[src/rtl/pong_pkg.sv]
// Shared types and geometry helpers for the Pong game-state engine.
package pong_pkg;

  typedef enum logic [1:0] {
    ST_SERVE = 2'd0,
    ST_PLAY  = 2'd1,
    ST_POINT = 2'd2,
    ST_OVER  = 2'd3
  } game_state_t;

  typedef enum logic [1:0] {
    PL_NONE = 2'd0,
    PL_ONE  = 2'd1,
    PL_TWO  = 2'd2
  } player_t;

  typedef logic signed [10:0] coord_t;

  localparam int unsigned STICK_CENTRE = 128;

  // Top-left coordinate that centres an object of `size` along `extent`.
  function automatic coord_t centre_pos(input int unsigned extent, input int unsigned size);
    return coord_t'((extent - size) / 2);
  endfunction

  function automatic coord_t mid_of(input coord_t pos, input int unsigned size);
    return pos + coord_t'(size / 2);
  endfunction

  // Negative coordinates never reach the display; they saturate to 0.
  function automatic logic [9:0] to_pix(input coord_t c);
    return c[10] ? '0 : c[9:0];
  endfunction

endpackage

[src/rtl/pong_paddle.sv]
// One paddle: stick dead band or ball tracking, fixed-speed step, clamp to the playfield.
module pong_paddle
  import pong_pkg::*;
#(
  parameter int unsigned SCREEN_H     = 480,
  parameter int unsigned PADDLE_H     = 64,
  parameter int unsigned BALL_SZ      = 8,
  parameter int unsigned PADDLE_SPEED = 4,
  parameter int unsigned DEADZONE     = 24
) (
  input  logic       clk_i,
  input  logic       rst_i,
  input  logic       step_i,
  input  logic       ai_i,
  input  logic [7:0] stick_i,
  input  coord_t     ball_y_i,
  output coord_t     y_o
);

  localparam coord_t     Y_MAX = coord_t'(SCREEN_H - PADDLE_H);
  localparam coord_t     SPEED = coord_t'(PADDLE_SPEED);
  localparam logic [7:0] UP_TH = 8'(STICK_CENTRE + DEADZONE);
  localparam logic [7:0] DN_TH = 8'(STICK_CENTRE - DEADZONE);

  coord_t y_q, y_d;
  coord_t paddle_mid, ball_mid, moved;
  logic   go_up, go_down;

  always_comb begin
    paddle_mid = mid_of(y_q, PADDLE_H);
    ball_mid   = mid_of(ball_y_i, BALL_SZ);
    if (ai_i) begin
      go_up   = paddle_mid > ball_mid + SPEED;
      go_down = ball_mid > paddle_mid + SPEED;
    end else begin
      // Larger stick value means up, i.e. towards smaller y.
      go_up   = stick_i > UP_TH;
      go_down = stick_i < DN_TH;
    end

    moved = y_q;
    if (go_up) begin
      moved = y_q - SPEED;
    end else if (go_down) begin
      moved = y_q + SPEED;
    end

    y_d = moved;
    if (moved < coord_t'(0)) begin
      y_d = '0;
    end else if (moved > Y_MAX) begin
      y_d = Y_MAX;
    end
  end

  always_ff @(posedge clk_i or posedge rst_i) begin
    if (rst_i) begin
      y_q <= centre_pos(SCREEN_H, PADDLE_H);
    end else if (step_i) begin
      y_q <= y_d;
    end
  end

  assign y_o = y_q;

endmodule

[src/rtl/pong_state_engine.sv]
// Per-frame Pong engine: serve/play/point/over sequencing, ball physics and scoring.
module pong_state_engine
  import pong_pkg::*;
#(
  parameter int unsigned SCREEN_W     = 640,
  parameter int unsigned SCREEN_H     = 480,
  parameter int unsigned PADDLE_W     = 6,
  parameter int unsigned PADDLE_H     = 64,
  parameter int unsigned BALL_SZ      = 8,
  parameter int unsigned PADDLE_SPEED = 4,
  parameter int unsigned DEADZONE     = 24,
  parameter int unsigned SPEED_INIT   = 2,
  parameter int unsigned SPEED_MAX    = 6,
  parameter int unsigned BALL_VY      = 2,
  parameter int unsigned MAX_SCORE    = 7,
  parameter int unsigned PAUSE_FRAMES = 60
) (
  input  logic       clkin,
  input  logic       rst,
  input  logic       frame_tick,
  input  logic [7:0] stick_y1,
  input  logic [7:0] stick_y2,
  input  logic       btn1,
  input  logic       btn2,
  input  logic       ai_mode,
  output logic [9:0] ball_x,
  output logic [9:0] ball_y,
  output logic [9:0] paddle1_y,
  output logic [9:0] paddle2_y,
  output logic [3:0] score1,
  output logic [3:0] score2,
  output logic [1:0] game_state,
  output logic [1:0] winner
);

  localparam coord_t BALL_X0 = centre_pos(SCREEN_W, BALL_SZ);
  localparam coord_t BALL_Y0 = centre_pos(SCREEN_H, BALL_SZ);
  localparam coord_t Y_BOT   = coord_t'(SCREEN_H - BALL_SZ);
  localparam coord_t X_HIT1  = coord_t'(PADDLE_W);
  localparam coord_t X_HIT2  = coord_t'(SCREEN_W - PADDLE_W - BALL_SZ);
  localparam coord_t X_OUT2  = coord_t'(SCREEN_W - BALL_SZ);
  localparam coord_t P_H     = coord_t'(PADDLE_H);
  localparam coord_t B_SZ    = coord_t'(BALL_SZ);
  localparam coord_t VY      = coord_t'(BALL_VY);

  localparam logic [2:0]     SPD_INIT   = 3'(SPEED_INIT);
  localparam logic [2:0]     SPD_MAX    = 3'(SPEED_MAX);
  localparam logic [3:0]     SCORE_WIN  = 4'(MAX_SCORE);
  localparam int unsigned    PCW        = $clog2(PAUSE_FRAMES + 2);
  localparam logic [PCW-1:0] PAUSE_LOAD = PCW'(PAUSE_FRAMES);
  localparam logic [PCW-1:0] PAUSE_ONE  = PCW'(1);

  game_state_t    state_q;
  player_t        server_q, winner_q;
  coord_t         bx_q, by_q;
  logic           dir_x_q;  // 1 = towards paddle 2
  logic           dir_y_q;  // 1 = down
  logic [2:0]     speed_q;
  logic [3:0]     s1_q, s2_q;
  logic [PCW-1:0] pause_q;

  coord_t p1_y, p2_y;
  logic   paddle_step;

  assign paddle_step = frame_tick && (state_q == ST_SERVE || state_q == ST_PLAY);

  pong_paddle #(
    .SCREEN_H    (SCREEN_H),
    .PADDLE_H    (PADDLE_H),
    .BALL_SZ     (BALL_SZ),
    .PADDLE_SPEED(PADDLE_SPEED),
    .DEADZONE    (DEADZONE)
  ) u_paddle1 (
    .clk_i   (clkin),
    .rst_i   (rst),
    .step_i  (paddle_step),
    .ai_i    (1'b0),
    .stick_i (stick_y1),
    .ball_y_i(by_q),
    .y_o     (p1_y)
  );

  pong_paddle #(
    .SCREEN_H    (SCREEN_H),
    .PADDLE_H    (PADDLE_H),
    .BALL_SZ     (BALL_SZ),
    .PADDLE_SPEED(PADDLE_SPEED),
    .DEADZONE    (DEADZONE)
  ) u_paddle2 (
    .clk_i   (clkin),
    .rst_i   (rst),
    .step_i  (paddle_step),
    .ai_i    (ai_mode),
    .stick_i (stick_y2),
    .ball_y_i(by_q),
    .y_o     (p2_y)
  );

  coord_t     spd, nx, ny;
  logic       ndir_y, hit1, hit2, miss_left, miss_right;
  logic [2:0] speed_up;

  // Candidate ball move; paddle overlap uses the wall-adjusted y and pre-update paddles.
  always_comb begin
    spd    = coord_t'(speed_q);
    nx     = dir_x_q ? bx_q + spd : bx_q - spd;
    ny     = dir_y_q ? by_q + VY : by_q - VY;
    ndir_y = dir_y_q;
    if (ny <= coord_t'(0)) begin
      ny     = '0;
      ndir_y = 1'b1;
    end else if (ny >= Y_BOT) begin
      ny     = Y_BOT;
      ndir_y = 1'b0;
    end
    hit1       = !dir_x_q && (nx <= X_HIT1) && (ny + B_SZ > p1_y) && (ny < p1_y + P_H);
    hit2       = dir_x_q && (nx >= X_HIT2) && (ny + B_SZ > p2_y) && (ny < p2_y + P_H);
    miss_left  = !dir_x_q && (nx <= coord_t'(0)) && !hit1;
    miss_right = dir_x_q && (nx >= X_OUT2) && !hit2;
    speed_up   = (speed_q >= SPD_MAX) ? SPD_MAX : speed_q + 3'd1;
  end

  always_ff @(posedge clkin or posedge rst) begin
    if (rst) begin
      state_q  <= ST_SERVE;
      server_q <= PL_ONE;
      winner_q <= PL_NONE;
      bx_q     <= BALL_X0;
      by_q     <= BALL_Y0;
      dir_x_q  <= 1'b1;
      dir_y_q  <= 1'b1;
      speed_q  <= SPD_INIT;
      s1_q     <= '0;
      s2_q     <= '0;
      pause_q  <= '0;
    end else if (frame_tick) begin
      unique case (state_q)
        ST_SERVE: begin
          if ((server_q == PL_ONE && btn1) || (server_q == PL_TWO && btn2)) begin
            state_q <= ST_PLAY;
            speed_q <= SPD_INIT;
            dir_x_q <= (server_q == PL_ONE);
            dir_y_q <= 1'b1;
          end
        end
        ST_PLAY: begin
          if (miss_left || miss_right) begin
            if (miss_left) begin
              s2_q     <= s2_q + 4'd1;
              server_q <= PL_ONE;
            end else begin
              s1_q     <= s1_q + 4'd1;
              server_q <= PL_TWO;
            end
            bx_q    <= BALL_X0;
            by_q    <= BALL_Y0;
            pause_q <= PAUSE_LOAD;
            state_q <= ST_POINT;
          end else begin
            bx_q    <= nx;
            by_q    <= ny;
            dir_y_q <= ndir_y;
            if (hit1) begin
              bx_q    <= X_HIT1;
              dir_x_q <= 1'b1;
              speed_q <= speed_up;
            end else if (hit2) begin
              bx_q    <= X_HIT2;
              dir_x_q <= 1'b0;
              speed_q <= speed_up;
            end
          end
        end
        ST_POINT: begin
          if (pause_q > PAUSE_ONE) begin
            pause_q <= pause_q - PAUSE_ONE;
          end else begin
            pause_q <= '0;
            if (s1_q == SCORE_WIN) begin
              winner_q <= PL_ONE;
              state_q  <= ST_OVER;
            end else if (s2_q == SCORE_WIN) begin
              winner_q <= PL_TWO;
              state_q  <= ST_OVER;
            end else begin
              state_q <= ST_SERVE;
            end
          end
        end
        ST_OVER: begin
          if (btn1 && btn2) begin
            s1_q     <= '0;
            s2_q     <= '0;
            winner_q <= PL_NONE;
            server_q <= PL_ONE;
            state_q  <= ST_SERVE;
          end
        end
      endcase
    end
  end

  assign ball_x     = to_pix(bx_q);
  assign ball_y     = to_pix(by_q);
  assign paddle1_y  = to_pix(p1_y);
  assign paddle2_y  = to_pix(p2_y);
  assign score1     = s1_q;
  assign score2     = s2_q;
  assign game_state = state_q;
  assign winner     = winner_q;

endmodule

[config.mk]
export PLATFORM = sky130hd
export DESIGN_NAME = pong_state_engine
export DESIGN_NICKNAME = d
export VERILOG_FILES = /design/src/rtl/pong_pkg.sv /design/src/rtl/pong_paddle.sv /design/src/rtl/pong_state_engine.sv
export SDC_FILE = /design/constraint.sdc
export NUM_CORES = 1
export LEC_CHECK = 0
export CORE_ASPECT_RATIO = 0.5
export CORE_MARGIN = 3
export CORE_UTILIZATION = 36
export DETAILED_ROUTE_END_ITERATION = 8
export PLACE_DENSITY = 0.57
export SYNTH_ARGS = -nofsm -noshare
export SYNTH_HDL_FRONTEND = slang
export SYNTH_SLANG_ARGS = --single-unit
[constraint.sdc]
create_clock -name clkin -period 4.95 [get_ports clkin]
set_input_delay 1.485 -clock clkin [delete_from_list [all_inputs] [get_ports clkin]]
set_output_delay 1.485 -clock clkin [all_outputs]
set_load 0.01 [all_outputs]
==> impl_metrics.xml <==
<?xml version="1.0" encoding="UTF-8"?>
<metrics>
  <group name="final_layout">
    <metric name="final_net_count" unit="">1136</metric>
    <metric name="finalNonFillerCells" unit="">1286</metric>
    <metric name="layout-area-overhead-vs-synth" unit="%">30.1</metric>
    <metric name="share_of_final_layout_standard_cells_stronger_than_drive_strength_1" unit="">0.195</metric>
    <metric name="layout.cells.most_common_list" unit="">79 x ha_1, 79 x buf_4, 71 x nand2_1</metric>
    <metric name="antenna-diode-count" unit="">0</metric>
    <metric name="multi_input_comb_area" unit="sq mm">0.00562</metric>
    <metric name="register_area" unit="sq mm">0.00160</metric>
    <metric name="final_util" unit="">0.494</metric>
    <metric name="count_of_fill_cells_added_during_filler_insertion" unit="">1762</metric>
  </group>
  <group name="placed_design">
    <metric name="port_buffers" unit="">69</metric>
    <metric name="dp_cells" unit="">1252</metric>
    <metric name="post-dp-hpwl" unit="mm">16.8</metric>
    <metric name="routabilityCongestion" unit="">0.927</metric>
  </group>
  <group name="worst_setup_path">
    <metric name="ff2ff_setup_slack" unit="ns">0.13</metric>
    <metric name="worst_ep_required_time" unit="ns">5.18</metric>
    <metric name="rr_startpoint" unit="">by_q[2]</metric>
    <metric name="critical_path_class" unit="">reg -&gt; reg</metric>
    <metric name="crit_family" unit="">compound AO/OA/AOI/OAI gates</metric>
    <metric name="crit_slowest_cell" unit="">dfstp_2</metric>
    <metric name="timing.critical_path.arrival" unit="ns">5.05</metric>
    <metric name="largest_incremental_delay_on_the_critical_path" unit="ns">0.54</metric>
    <metric name="cp_cell_sequence" unit="">inv_2 -&gt; fa_2 -&gt; nand2b_4 -&gt; buf_4 -&gt; a21oi_2 -&gt; xnor2_1 -&gt; o2111a_1 -&gt; nor2_4 -&gt; buf_6 -&gt; nand3_4 -&gt; nor3_2 -&gt; buf_6 -&gt; nand2_2 -&gt; xnor2_2 -&gt; buf_4 -&gt; ha_1 -&gt; nand4_1 -&gt; a311o_1 -&gt; a221oi_4 -&gt; buf_6 -&gt; buf_4 -&gt; o31ai_2 -&gt; a21o_1</metric>
    <metric name="worst_setup_path_startpoint" unit="">by_q[2]</metric>
    <metric name="crit_buf_inv" unit="">7</metric>
    <metric name="cp-start-kind" unit="">register</metric>
    <metric name="worstSetupEndpointType" unit="">register</metric>
    <metric name="critPathMaxFanout" unit="">8</metric>
  </group>
  <group name="floorplanning">
    <metric name="fp-row-count" unit="">35</metric>
    <metric name="placeableCoreArea" unit="sq mm">0.0190</metric>
    <metric name="die_x" unit="um">206</metric>
    <metric name="die-area" unit="sq mm">0.0219</metric>
    <metric name="floorplan.die.height" unit="um">106</metric>
    <metric name="floorplan.initialDensity" unit="">0.379</metric>
    <metric name="io_pins" unit="">74</metric>
  </group>
  <group name="timing">
    <metric name="timing.final.setup_violations" unit="">0</metric>
    <metric name="maxSlewHeadroom" unit="">0.292</metric>
    <metric name="final_max_slew_viol_count" unit="">0</metric>
    <metric name="final_clock_period_utilization_by_the_worst_path" unit="">0.974</metric>
    <metric name="rsz_0062_raised_after_global_routing" unit="">yes</metric>
    <metric name="hold_viol" unit="">0</metric>
    <metric name="transition_time_of_the_tightest_slew_check_pin" unit="ns">1.06</metric>
    <metric name="min_period" unit="ns">4.82</metric>
    <metric name="finalClockSkew" unit="ns">0.0177</metric>
    <metric name="maximum_clock_frequency" unit="GHz">0.207</metric>
  </group>
  <group name="routing">
    <metric name="first_pass_iters" unit="">5</metric>
    <metric name="routed_wl" unit="mm">21.8</metric>
    <metric name="wl_per_cell" unit="um">17.0</metric>
    <metric name="route.antenna.remaining_nets" unit="">0</metric>
    <metric name="via_per_inst" unit="">5.64</metric>
    <metric name="remaining_drc_errors" unit="">0</metric>
    <metric name="initialDrtViolationCount" unit="">404</metric>
    <metric name="via_count" unit="">7252</metric>
  </group>
  <group name="yosys">
    <metric name="netlist_area" unit="sq mm">0.00723</metric>
    <metric name="synth_seq_area_share" unit="">0.222</metric>
    <metric name="ys.flop_type" unit="">dfrtp_1</metric>
    <metric name="synthCells" unit="">883</metric>
    <metric name="synth.lib_cells_used.distinct" unit="">95</metric>
    <metric name="number_of_flops_mapped_to_enable_cells_by_yosys" unit="">0</metric>
    <metric name="share_of_flip_flops_with_an_asynchronous_set_or_reset" unit="">1.00</metric>
    <metric name="synthesis.yosys.warnings" unit="">0</metric>
    <metric name="ys_ff_latch" unit="">63</metric>
    <metric name="postSynthAreaPerCell" unit="sq um">8.18</metric>
  </group>
  <group name="clocking">
    <metric name="htree_num_levels" unit="">3</metric>
    <metric name="cts.reportedPaths.clkPinSlew" unit="ns">0.06</metric>
    <metric name="clock_sinks" unit="">63</metric>
    <metric name="max-clock-path-buffers" unit="">2</metric>
    <metric name="clockRootBuffer" unit="">clkbuf_16</metric>
    <metric name="cts_made_buffers" unit="">9</metric>
    <metric name="worstSkewPairLatency" unit="ns">0.35</metric>
    <metric name="tritoncts_clock_tree" unit="">yes</metric>
  </group>
  <group name="global_routing">
    <metric name="number_of_antenna_violations_at_the_first_check_in_global_routing" unit="">0</metric>
    <metric name="first_global_vias" unit="">7020</metric>
    <metric name="grt_start_max_net_pins" unit="">46</metric>
    <metric name="grt_util_all_layers" unit="">0.201</metric>
    <metric name="wire_length_of_the_first_global_routing_pass" unit="mm">36.1</metric>
    <metric name="grt.overflow.total" unit="">0</metric>
  </group>
  <group name="run_status">
    <metric name="run_status" unit="">finished clean</metric>
  </group>
  <group name="min_path">
    <metric name="hold_path.startpoint" unit="">server_q[0]</metric>
    <metric name="timing.hold.worst.class" unit="">reg -&gt; reg</metric>
  </group>
  <group name="job">
    <metric name="max_cap_viol_count" unit="">0</metric>
  </group>
</metrics>
==> registers in the layout, indices dropped and copies added (netlist names) <==
signal         flops
bx_q              11
by_q              11
u_paddle1.y_o      8
u_paddle2.y_o      8
pause_q            6
score1             4
score2             4
speed_q            3
game_state         2
server_q           2
winner             2
dir_x_q            1
dir_y_q            1
==> final cells by class <==
cell class | count | area share
Sequential cell | 63 | 0.170
Tap cell | 259 | 0.0345
Inverter | 51 | 0.0206
Multi-Input combinational cell | 742 | 0.597
Clock buffer | 12 | 0.0262
Clock inverter | 4 | 0.00585
Timing Repair Buffer | 155 | 0.145
==> per-layer routing <==
layer	GRT usage	part of all wire
met1	0.295	0.50
met2	0.319	0.45
met3	0.0263	0.048
met4	0.0314	0.0071
met5	0	0
==> repair_timing <==
action,in CTS,in global routing
setup buffers,5,16
hold buffers,0,0
pin swaps,9,33
endpoints found under the setup margin,36,44
resized for setup,13,54
==> cells in the mapped netlist, types with 6 or more instances <==
| cell | number | area [sq um] |
|---|---|---|
| o31ai_1 | 10 | 75.1 |
| nor3_1 | 25 | 125 |
| nor4_1 | 7 | 43.8 |
| o21ai_0 | 47 | 235 |
| dfstp_2 | 20 | 526 |
| dfrtp_1 | 43 | 1080 |
| o21a_1 | 9 | 67.6 |
| o211ai_1 | 14 | 105 |
| or3_1 | 9 | 56.3 |
| xor2_1 | 15 | 131 |
| nand3_1 | 32 | 160 |
| nor2_1 | 76 | 285 |
| and3_1 | 10 | 62.6 |
| nand2_1 | 73 | 274 |
| o22ai_1 | 6 | 37.5 |
| nor2b_1 | 27 | 169 |
| clkbuf_1 | 24 | 90.1 |
| nand2b_1 | 12 | 75.1 |
| a211oi_1 | 8 | 60.1 |
| inv_1 | 50 | 188 |
| and2_1 | 6 | 37.5 |
| a21o_1 | 10 | 75.1 |
| nand4_1 | 15 | 93.8 |
| a31oi_1 | 17 | 106 |
| a21oi_1 | 49 | 245 |
| ha_1 | 90 | 1130 |
| xnor2_1 | 33 | 289 |
| mux2i_1 | 6 | 60.1 |
==> worst reg2reg max path, stage by stage, from the launching register on <==
cell,delay (ns)
dfstp_2,0.54
inv_2,0.06
fa_2,0.39
nand2b_4,0.17
buf_4,0.13
a21oi_2,0.14
xnor2_1,0.10
o2111a_1,0.30
nor2_4,0.14
buf_6,0.12
nand3_4,0.08
nor3_2,0.22
buf_6,0.16
nand2_2,0.08
xnor2_2,0.14
buf_4,0.14
ha_1,0.28
nand4_1,0.11
a311o_1,0.42
a221oi_4,0.40
buf_6,0.18
buf_4,0.11
o31ai_2,0.07
a21o_1,0.22
==> through the flow <==
stage | hold slack (ns) | area, sq um | setup slack, ns | TNS, ns
detailed placement | 0.483 | 8650 | -0.161 | -1.69
finish | 0.495 | 9400 | 0.130 | 0
CTS | 0.490 | 9070 | 0.0113 | 0
global placement | 0.471 | 8650 | -0.0471 | -0.0594
global route | 0.510 | 9400 | -0.0568 | -0.359
floorplan | 0.453 | 7300 | 0.00963 | 0
==> cell families (layout without fill, tap and decap cells) <==
kind of cell	after synthesis	count (layout)	share of synthesized area
mux	10	10	0.0145
other cells	1	10	0.000519
buf+inv	87	222	0.0514
compound gates	268	268	0.274
simple gates	314	314	0.218
fa+ha+maj	92	92	0.161
flops	63	63	0.222
xor+xnor	48	48	0.0582
==> path summary, 6_finish.rpt <==
check / end / depth (start not counted)
max: server_q[1] / 23
min reg2reg: server_q[0] / 2
max reg2reg: server_q[1] / 23
min: server_q[0] / 2
max in group asynchronous: dir_y_q / 3
min in group asynchronous: u_paddle1.y_o[8] / 2
Power is left out: the tool's default activity adds up to more than one toggle a clock period on the data nets, which glitch-free logic cannot reach.
